## src/rtl/pc_redirect_ctrl_pkg.sv

```systemverilog
`default_nettype none
// ============================================================================
// Module  : pc_redirect_ctrl_pkg
// Purpose : Shared types and constants for the branch-unit redirect interface.
//           The branch unit and pc_redirect_ctrl both import this package, so
//           redirect kinds, privilege levels and the privileged-routine
//           boundary have a single definition.
// Contents: redir_kind_t, cpl_t, fault_t, PRIV_ROUTINE_START
// Revision: 1.0 - initial release
// ============================================================================
package pc_redirect_ctrl_pkg;

  typedef enum logic [1:0] {
    KIND_BRANCH = 2'd0,
    KIND_JUMP   = 2'd1,
    KIND_ECALL  = 2'd2,
    KIND_ERET   = 2'd3
  } redir_kind_t;

  typedef enum logic {
    CPL_USER       = 1'b0,
    CPL_SUPERVISOR = 1'b1
  } cpl_t;

  typedef enum logic [1:0] {
    FAULT_NONE       = 2'd0,
    FAULT_PRIV_JUMP  = 2'd1,
    FAULT_MISALIGNED = 2'd2,
    FAULT_BAD_ERET   = 2'd3
  } fault_t;

  // First address of the privileged routine region. USER code may only enter
  // it through ECALL.
  localparam logic [63:0] PRIV_ROUTINE_START = 64'h0000_0000_0000_1000;

endpackage : pc_redirect_ctrl_pkg
`default_nettype wire

```

## src/rtl/pc_redirect_ctrl_legality_chk.sv

```systemverilog
`default_nettype none
// ============================================================================
// Module  : redirect_legality_chk
// Purpose : Purely combinational legality check of a retired redirect against
//           the current privilege level. Rules are prioritised: bad ERET,
//           then privileged jump from USER, then misaligned target.
// Ports   : kind_i   - redirect kind
//           target_i - redirect target PC
//           cpl_i    - current privilege level
//           legal_o  - redirect may be taken
//           cause_o  - fault cause when illegal, FAULT_NONE otherwise
// Revision: 1.0 - initial release
// ============================================================================
module redirect_legality_chk
  import pc_redirect_ctrl_pkg::*;
#(
  parameter int DATA_WIDTH = 64
) (
  input  redir_kind_t           kind_i,
  input  logic [DATA_WIDTH-1:0] target_i,
  input  cpl_t                  cpl_i,
  output logic                  legal_o,
  output fault_t                cause_o
);

  // Compare in a width that holds both the target and the 64-bit boundary
  // constant, so narrow or wide PCs are compared without truncation.
  localparam int c_CMP_W = (DATA_WIDTH > 64) ? DATA_WIDTH : 64;

  logic [c_CMP_W-1:0] target_ext;
  logic [c_CMP_W-1:0] priv_ext;

  assign target_ext = c_CMP_W'(target_i);
  assign priv_ext   = c_CMP_W'(PRIV_ROUTINE_START);

  always_comb begin
    cause_o = FAULT_NONE;
    if (kind_i == KIND_ERET && cpl_i == CPL_USER) begin
      cause_o = FAULT_BAD_ERET;
    end else if (kind_i != KIND_ECALL && cpl_i == CPL_USER &&
                 target_ext >= priv_ext) begin
      cause_o = FAULT_PRIV_JUMP;
    end else if (target_i[1:0] != 2'b00) begin
      cause_o = FAULT_MISALIGNED;
    end
  end

  assign legal_o = (cause_o == FAULT_NONE);

endmodule : redirect_legality_chk
`default_nettype wire

```

## src/rtl/pc_redirect_ctrl.sv

```systemverilog
`default_nettype none
// ============================================================================
// Module  : pc_redirect_ctrl
// Purpose : Owns the architectural fetch PC and privilege level. Accepts
//           retired redirects, flushes the pipeline for FLUSH_CYCLES cycles
//           and restarts fetch at the target; illegal redirects latch a
//           sticky fault that only reset clears.
// Ports   : clk, rst_n (async active-low)
//           redirect_valid_i/kind_i/pc_i - retired redirect from branch unit
//           fetch_pc_o/valid_o, fetch_ready_i - fetch handshake
//           flush_o          - kill younger in-flight work
//           cpl_o            - current privilege level
//           fault_o/cause_o  - sticky fault and its cause
//           redirect_count_o - legal redirect count (REDIRECT_COUNT_EN only)
// Options : define REDIRECT_COUNT_EN to add the saturating redirect counter.
// Revision: 1.0 - initial release
// ============================================================================
module pc_redirect_ctrl
  import pc_redirect_ctrl_pkg::*;
#(
  parameter int                    DATA_WIDTH   = 64,
  parameter logic [DATA_WIDTH-1:0] RESET_PC     = '0,
  parameter int                    FLUSH_CYCLES = 2
) (
  input  logic                  clk,
  input  logic                  rst_n,
  input  logic                  redirect_valid_i,
  input  redir_kind_t           redirect_kind_i,
  input  logic [DATA_WIDTH-1:0] redirect_pc_i,
  output logic [DATA_WIDTH-1:0] fetch_pc_o,
  output logic                  fetch_valid_o,
  input  logic                  fetch_ready_i,
  output logic                  flush_o,
  output cpl_t                  cpl_o,
  output logic                  fault_o,
`ifdef REDIRECT_COUNT_EN
  output logic [31:0]           redirect_count_o,
`endif
  output fault_t                fault_cause_o
);

  localparam logic [1:0] c_ST_RUN   = 2'd0;
  localparam logic [1:0] c_ST_FLUSH = 2'd1;
  localparam logic [1:0] c_ST_FAULT = 2'd2;

  localparam logic [3:0] c_FLUSH_INIT = 4'(FLUSH_CYCLES);

  logic [1:0]            state_q, state_d;
  logic [3:0]            cnt_q, cnt_d;
  logic [DATA_WIDTH-1:0] pc_q, pc_d;
  cpl_t                  cpl_q, cpl_d;
  logic                  fault_q, fault_d;
  fault_t                cause_q, cause_d;
  // Holds fetch_valid_o low for the reset-release cycle.
  logic                  started_q;

  logic                  legal;
  fault_t                cause;
  logic                  accept;

  redirect_legality_chk #(
    .DATA_WIDTH (DATA_WIDTH)
  ) u_legality (
    .kind_i   (redirect_kind_i),
    .target_i (redirect_pc_i),
    .cpl_i    (cpl_q),
    .legal_o  (legal),
    .cause_o  (cause)
  );

  assign accept = (state_q == c_ST_RUN) && redirect_valid_i;

  // ---------------------------------------------------------------- state reg
  always_ff @(posedge clk or negedge rst_n) begin
    if (!rst_n) begin
      state_q <= c_ST_RUN;
    end else begin
      state_q <= state_d;
    end
  end

  // --------------------------------------------------------------- next state
  always_comb begin
    state_d = state_q;
    case (state_q)
      c_ST_RUN: begin
        if (redirect_valid_i) begin
          state_d = legal ? c_ST_FLUSH : c_ST_FAULT;
        end
      end
      c_ST_FLUSH: begin
        // Counter value 1 is the last flush cycle.
        if (cnt_q <= 4'd1) begin
          state_d = c_ST_RUN;
        end
      end
      c_ST_FAULT: state_d = c_ST_FAULT;
      default:    state_d = c_ST_RUN;
    endcase
  end

  // ------------------------------------------------------------------ outputs
  always_comb begin
    fetch_valid_o = started_q && (state_q == c_ST_RUN);
    // In FAULT the counter is loaded with 1 on entry, giving a single-cycle
    // flush pulse.
    flush_o       = (state_q == c_ST_FLUSH) ||
                    ((state_q == c_ST_FAULT) && (cnt_q != 4'd0));
    fetch_pc_o    = pc_q;
    cpl_o         = cpl_q;
    fault_o       = fault_q;
    fault_cause_o = cause_q;
  end

  // ---------------------------------------------------------- datapath next
  always_comb begin
    cnt_d   = cnt_q;
    pc_d    = pc_q;
    cpl_d   = cpl_q;
    fault_d = fault_q;
    cause_d = cause_q;
    case (state_q)
      c_ST_RUN: begin
        if (accept) begin
          if (legal) begin
            // Redirect wins over a simultaneous fetch handshake.
            cnt_d = c_FLUSH_INIT;
            pc_d  = redirect_pc_i;
            if (redirect_kind_i == KIND_ECALL) begin
              cpl_d = CPL_SUPERVISOR;
            end else if (redirect_kind_i == KIND_ERET) begin
              cpl_d = CPL_USER;
            end
          end else begin
            cnt_d   = 4'd1;
            fault_d = 1'b1;
            cause_d = cause;
          end
        end else if (fetch_valid_o && fetch_ready_i) begin
          pc_d = pc_q + DATA_WIDTH'(4);
        end
      end
      c_ST_FLUSH: begin
        cnt_d = (cnt_q != 4'd0) ? cnt_q - 4'd1 : 4'd0;
      end
      c_ST_FAULT: begin
        cnt_d = 4'd0;
      end
      default: begin
        cnt_d = 4'd0;
      end
    endcase
  end

  // ----------------------------------------------------------- datapath regs
  always_ff @(posedge clk or negedge rst_n) begin
    if (!rst_n) begin
      cnt_q     <= 4'd0;
      pc_q      <= RESET_PC;
      cpl_q     <= CPL_USER;
      fault_q   <= 1'b0;
      cause_q   <= FAULT_NONE;
      started_q <= 1'b0;
    end else begin
      cnt_q     <= cnt_d;
      pc_q      <= pc_d;
      cpl_q     <= cpl_d;
      fault_q   <= fault_d;
      cause_q   <= cause_d;
      started_q <= 1'b1;
    end
  end

`ifdef REDIRECT_COUNT_EN
  // Counts legal redirects accepted in RUN; saturates at all ones.
  logic [31:0] count_q;

  always_ff @(posedge clk or negedge rst_n) begin
    if (!rst_n) begin
      count_q <= 32'd0;
    end else if (accept && legal && (count_q != 32'hFFFF_FFFF)) begin
      count_q <= count_q + 32'd1;
    end
  end

  assign redirect_count_o = count_q;
`endif

endmodule : pc_redirect_ctrl
`default_nettype wire

```

## config.mk

```make
export PLATFORM = sky130hd
export DESIGN_NAME = pc_redirect_ctrl
export DESIGN_NICKNAME = d
export VERILOG_FILES = /design/src/rtl/pc_redirect_ctrl_pkg.sv /design/src/rtl/pc_redirect_ctrl_legality_chk.sv /design/src/rtl/pc_redirect_ctrl.sv
export SDC_FILE = /design/constraint.sdc
export NUM_CORES = 1
export LEC_CHECK = 0
export ABC_AREA = 0
export BUFFER_PORTS_ARGS = -buffer_cell sky130_fd_sc_hd__buf_2
export CAP_MARGIN = 40
export CORE_MARGIN = 3
export CORE_UTILIZATION = 45
export CTS_CLUSTER_DIAMETER = 200
export DETAILED_ROUTE_END_ITERATION = 6
export PLACE_DENSITY = 0.68
export SLEW_MARGIN = 5
export SYNTH_ARGS = -nofsm -noshare
export SYNTH_HDL_FRONTEND = slang
export SYNTH_SLANG_ARGS = --single-unit
```

## constraint.sdc

```tcl
create_clock -name clk -period 4.1 [get_ports clk]
set_input_delay 0.82 -clock clk [delete_from_list [all_inputs] [get_ports clk]]
set_output_delay 0.82 -clock clk [all_outputs]
set_load 0.005 [all_outputs]
```

==> run metrics <==
status complete, no violations; WHS 0.360 ns; Mapped Nets 652; clk_lat worst skew 0.36 ns; vias in the first global route approximately 4,800; Post-synth EDFFs 0; clk sink count 75; Syn Area/Cell 8.15 sq um; Flop pwr share 0.530; CTS buffer count 9; crit-path max FO 48; RSZ-0062 raised after global routing no; Hold Buf Count CTS 0; via count approximately 5,300; Die Span Y 109 um; Longest Clk Path Bufs 2; Nets ~770; post-cts sizing count 0; final non-filler cell area 5780 sq um; cells along the critical path buf_2 > nor4_1 > nand4_1 > o41ai_2 > a21boi_4 > buf_4 > a21oi_1 > a2bb2oi_1; Worst R2R Start state_q[1]$_DFFE_PN0P_; Peak VDD IR 0.174 mV; Power Internal 1.15 mW; minimum clock period 3.19 ns; GRT Total Usage 0.268; Synth async-reset ratio 1.00; distinct cell type count after synthesis between 40 and 50; Fmax achieved between 300 and 400 MHz; CP delay by family, top compound AO/OA/AOI/OAI gates; Core Region 10000 sq um; port bufs ~140; global route total overflow 0; combinational power share 0.120; power density over the cells roughly 280 nW/um^2; Root Driver clkbuf_8; post-synthesis cell count 581; largest net degree at the start of global routing 56; DP Wirelength 11,400 um; synthesized cell area about 4700 sq um; TNS Setup 0 ns; reg2reg path depth 7; R2R Setup Slk 1.27 ns; switch share 0.284; Setup Skew 0.0127 ns; WP buf/inv 2; share of cells above drive strength 1 0.255; DR WL/cell 18.8 um; Finished Core Util 0.578; Initial DRT Pass Iterations 5; arrival time worst endpoint 3.48 ns; critical path's largest stage delay 0.71 ns; Slew HR 0.452; die area 11,800 sq um; post-detailed-routing wire length 15,800 um; max-slew violations 0; Hold Crit Class input pin to asynchronous set/reset pin; YS warnings 0; Initial Utilization 0.474; remaining antenna violation count 0; slowest stage cell, crit path o41ai_2; DRC 0; Setup CP Type input pin to register; clock slew at reported path FFs 0.09 ns; Area Overhead vs Synth 21.9%; P_sw between 0.4 and 0.5 mW; number of synthesized register bits 75; cell area after placement 5590 sq um; Final Hold Viols 0; CP required 4.38 ns; Final setup viols 0; leak pwr between 2 and 2.5 nW; drt via density 6.30; final period utilization 0.779; num ports 140; Max-cap violations 0; CTS tree built; top_reg_cell synth dfrtp_1; clock share of power 0.349; FP Rows 36; Iteration-0 DRC Markers ~430; RePlAce Congestion 0.870; n_diodes 0; Worst Tran Pin Value approximately 0.82 ns; Worst Setup Start Kind input pin; initial antenna violation count 0; number of H-tree levels 3; first-pass GRT wire length 24,700 um; CP endpoint kind register; post-synthesis sequential area ratio 0.396; post-CTS setup buffers 0; RR Endpoint fetch_pc_o[59]$_DFFE_PN0P_; die extent in x 109 um
-- power by group through the flow --
stage | Clock (mW) | Combinational, mW | Sequential, mW
2_1_floorplan | 0 | 0.0628 | 0.856
3_3_place_gp | 0 | 0.188 | 0.863
3_5_place_dp | 0 | 0.197 | 0.866
4_1_cts | 0.568 | 0.197 | 0.852
5_1_grt | 0.603 | 0.218 | 0.863
6_report | 0.564 | 0.194 | 0.855
-- through the flow --
stage,total power [mW],cells,setup slack [ns]
floorplan,0.919,581,1.51
global placement,1.05,821,0.628
detailed placement,1.06,823,0.608
CTS,1.62,839,0.979
global route,1.68,839,0.766
finish,1.61,839,0.906
-- layer usage --
metal | vias to the layer above | global-route usage | share of wire
li1 | 2471 | - | -
met1 | 2544 | 0.399 | 0.44
met2 | 247 | 0.388 | 0.45
met3 | 22 | 0.0513 | 0.087
met4 | 0 | 0.0911 | 0.016
met5 | - | 0 | 0
-- kinds of logic after synthesis --
kind of cell    after synthesis  synth area share
compound gates              214             0.286
fa+ha+maj                     1           0.00264
other cells                   1          0.000792
flops                        75             0.396
buf+inv                      44            0.0354
simple gates                246             0.279
-- registers in the layout, indices dropped and copies added, names as in the netlist --
signal         count
fault_o            1
fault_cause_o      2
fetch_pc_o        64
cnt_q              4
state_q            2
cpl_o              1
started_q          1
-- worst max-delay path by stage --
stage,cells after the start,endpoint,startpoint
2_1_floorplan,8,fetch_pc_o[10]$_DFFE_PN0P_,redirect_pc_i[41]
3_3_place_gp,8,fetch_pc_o[45]$_DFFE_PN0P_,redirect_pc_i[41]
3_5_place_dp,8,fetch_pc_o[60]$_DFFE_PN0P_,redirect_pc_i[41]
4_1_cts,8,fetch_pc_o[60]$_DFFE_PN0P_,redirect_pc_i[41]
5_1_grt,8,fetch_pc_o[60]$_DFFE_PN0P_,redirect_pc_i[41]
6_report,8,fetch_pc_o[60]$_DFFE_PN0P_,redirect_pc_i[41]
-- final cells by class --
cell class | count | area (sq um)
Multi-Input combinational cell | 462 | 2720
Timing Repair Buffer | 146 | 796
Clock inverter | 4 | 23.8
Inverter | 7 | 26.3
Clock buffer | 12 | 165
Tap cell | 133 | 166
Sequential cell | 75 | 1880
Fill cell | 986 | 4220
-- cells in the mapped netlist, drive strengths merged, types with 2 or more instances --
library cell | n | area [sq um]
nand4 | 23 | 144
nand3 | 42 | 220
inv | 7 | 26.3
dfrtp | 75 | 1880
o31ai | 2 | 15.0
o41ai | 2 | 25.0
a21oi | 73 | 365
and4 | 5 | 43.8
a32oi | 4 | 35.0
and3 | 13 | 81.3
a2bb2oi | 8 | 70.1
nor2b | 2 | 12.5
nor4b | 2 | 17.5
o22ai | 18 | 113
clkbuf | 33 | 124
nor4 | 22 | 189
nor2 | 56 | 210
nor3 | 17 | 95.1
nand2b | 5 | 31.3
nand2 | 42 | 158
a211oi | 2 | 15.0
or2 | 3 | 18.8
o22a | 23 | 201
or4 | 3 | 30.0
a22oi | 4 | 30.0
o2bb2a | 6 | 60.1
and2 | 9 | 56.3
o21ai | 42 | 210
a22o | 2 | 17.5
buf | 4 | 17.5
a41oi | 3 | 26.3
a31oi | 19 | 119
a21o | 2 | 15.0
-- layout by cell type, fill, tap and decap left out, types with 2 or more instances in the layout --
master / Yosys / layout
buf_2: 2 / 138
dfrtp_1: 75 / 75
a21oi_1: 73 / 73
nor2_1: 56 / 56
o21ai_0: 41 / 41
nand2_1: 42 / 41
nand3_1: 40 / 40
nand4_1: 23 / 23
o22a_1: 23 / 23
a31oi_1: 19 / 19
nor4_1: 18 / 18
o22ai_1: 18 / 18
nor3_1: 15 / 15
and3_1: 13 / 13
clkbuf_8: 0 / 12
and2_1: 9 / 9
a2bb2oi_1: 8 / 8
inv_1: 7 / 7
o2bb2a_1: 6 / 6
nand2b_1: 5 / 5
and4_1: 5 / 5
buf_4: 0 / 5
a22oi_1: 4 / 4
a32oi_1: 4 / 4
or2_2: 3 / 3
nor4_4: 3 / 3
a41oi_1: 3 / 3
clkinv_2: 0 / 3
nand3_2: 2 / 2
or4_4: 2 / 2
a21o_1: 2 / 2
o31ai_1: 2 / 2
a22o_1: 2 / 2
a211oi_1: 2 / 2
nor3_2: 2 / 2
nor4b_1: 2 / 2
buf_12: 0 / 2
Power figures use the tool's default switching activity.
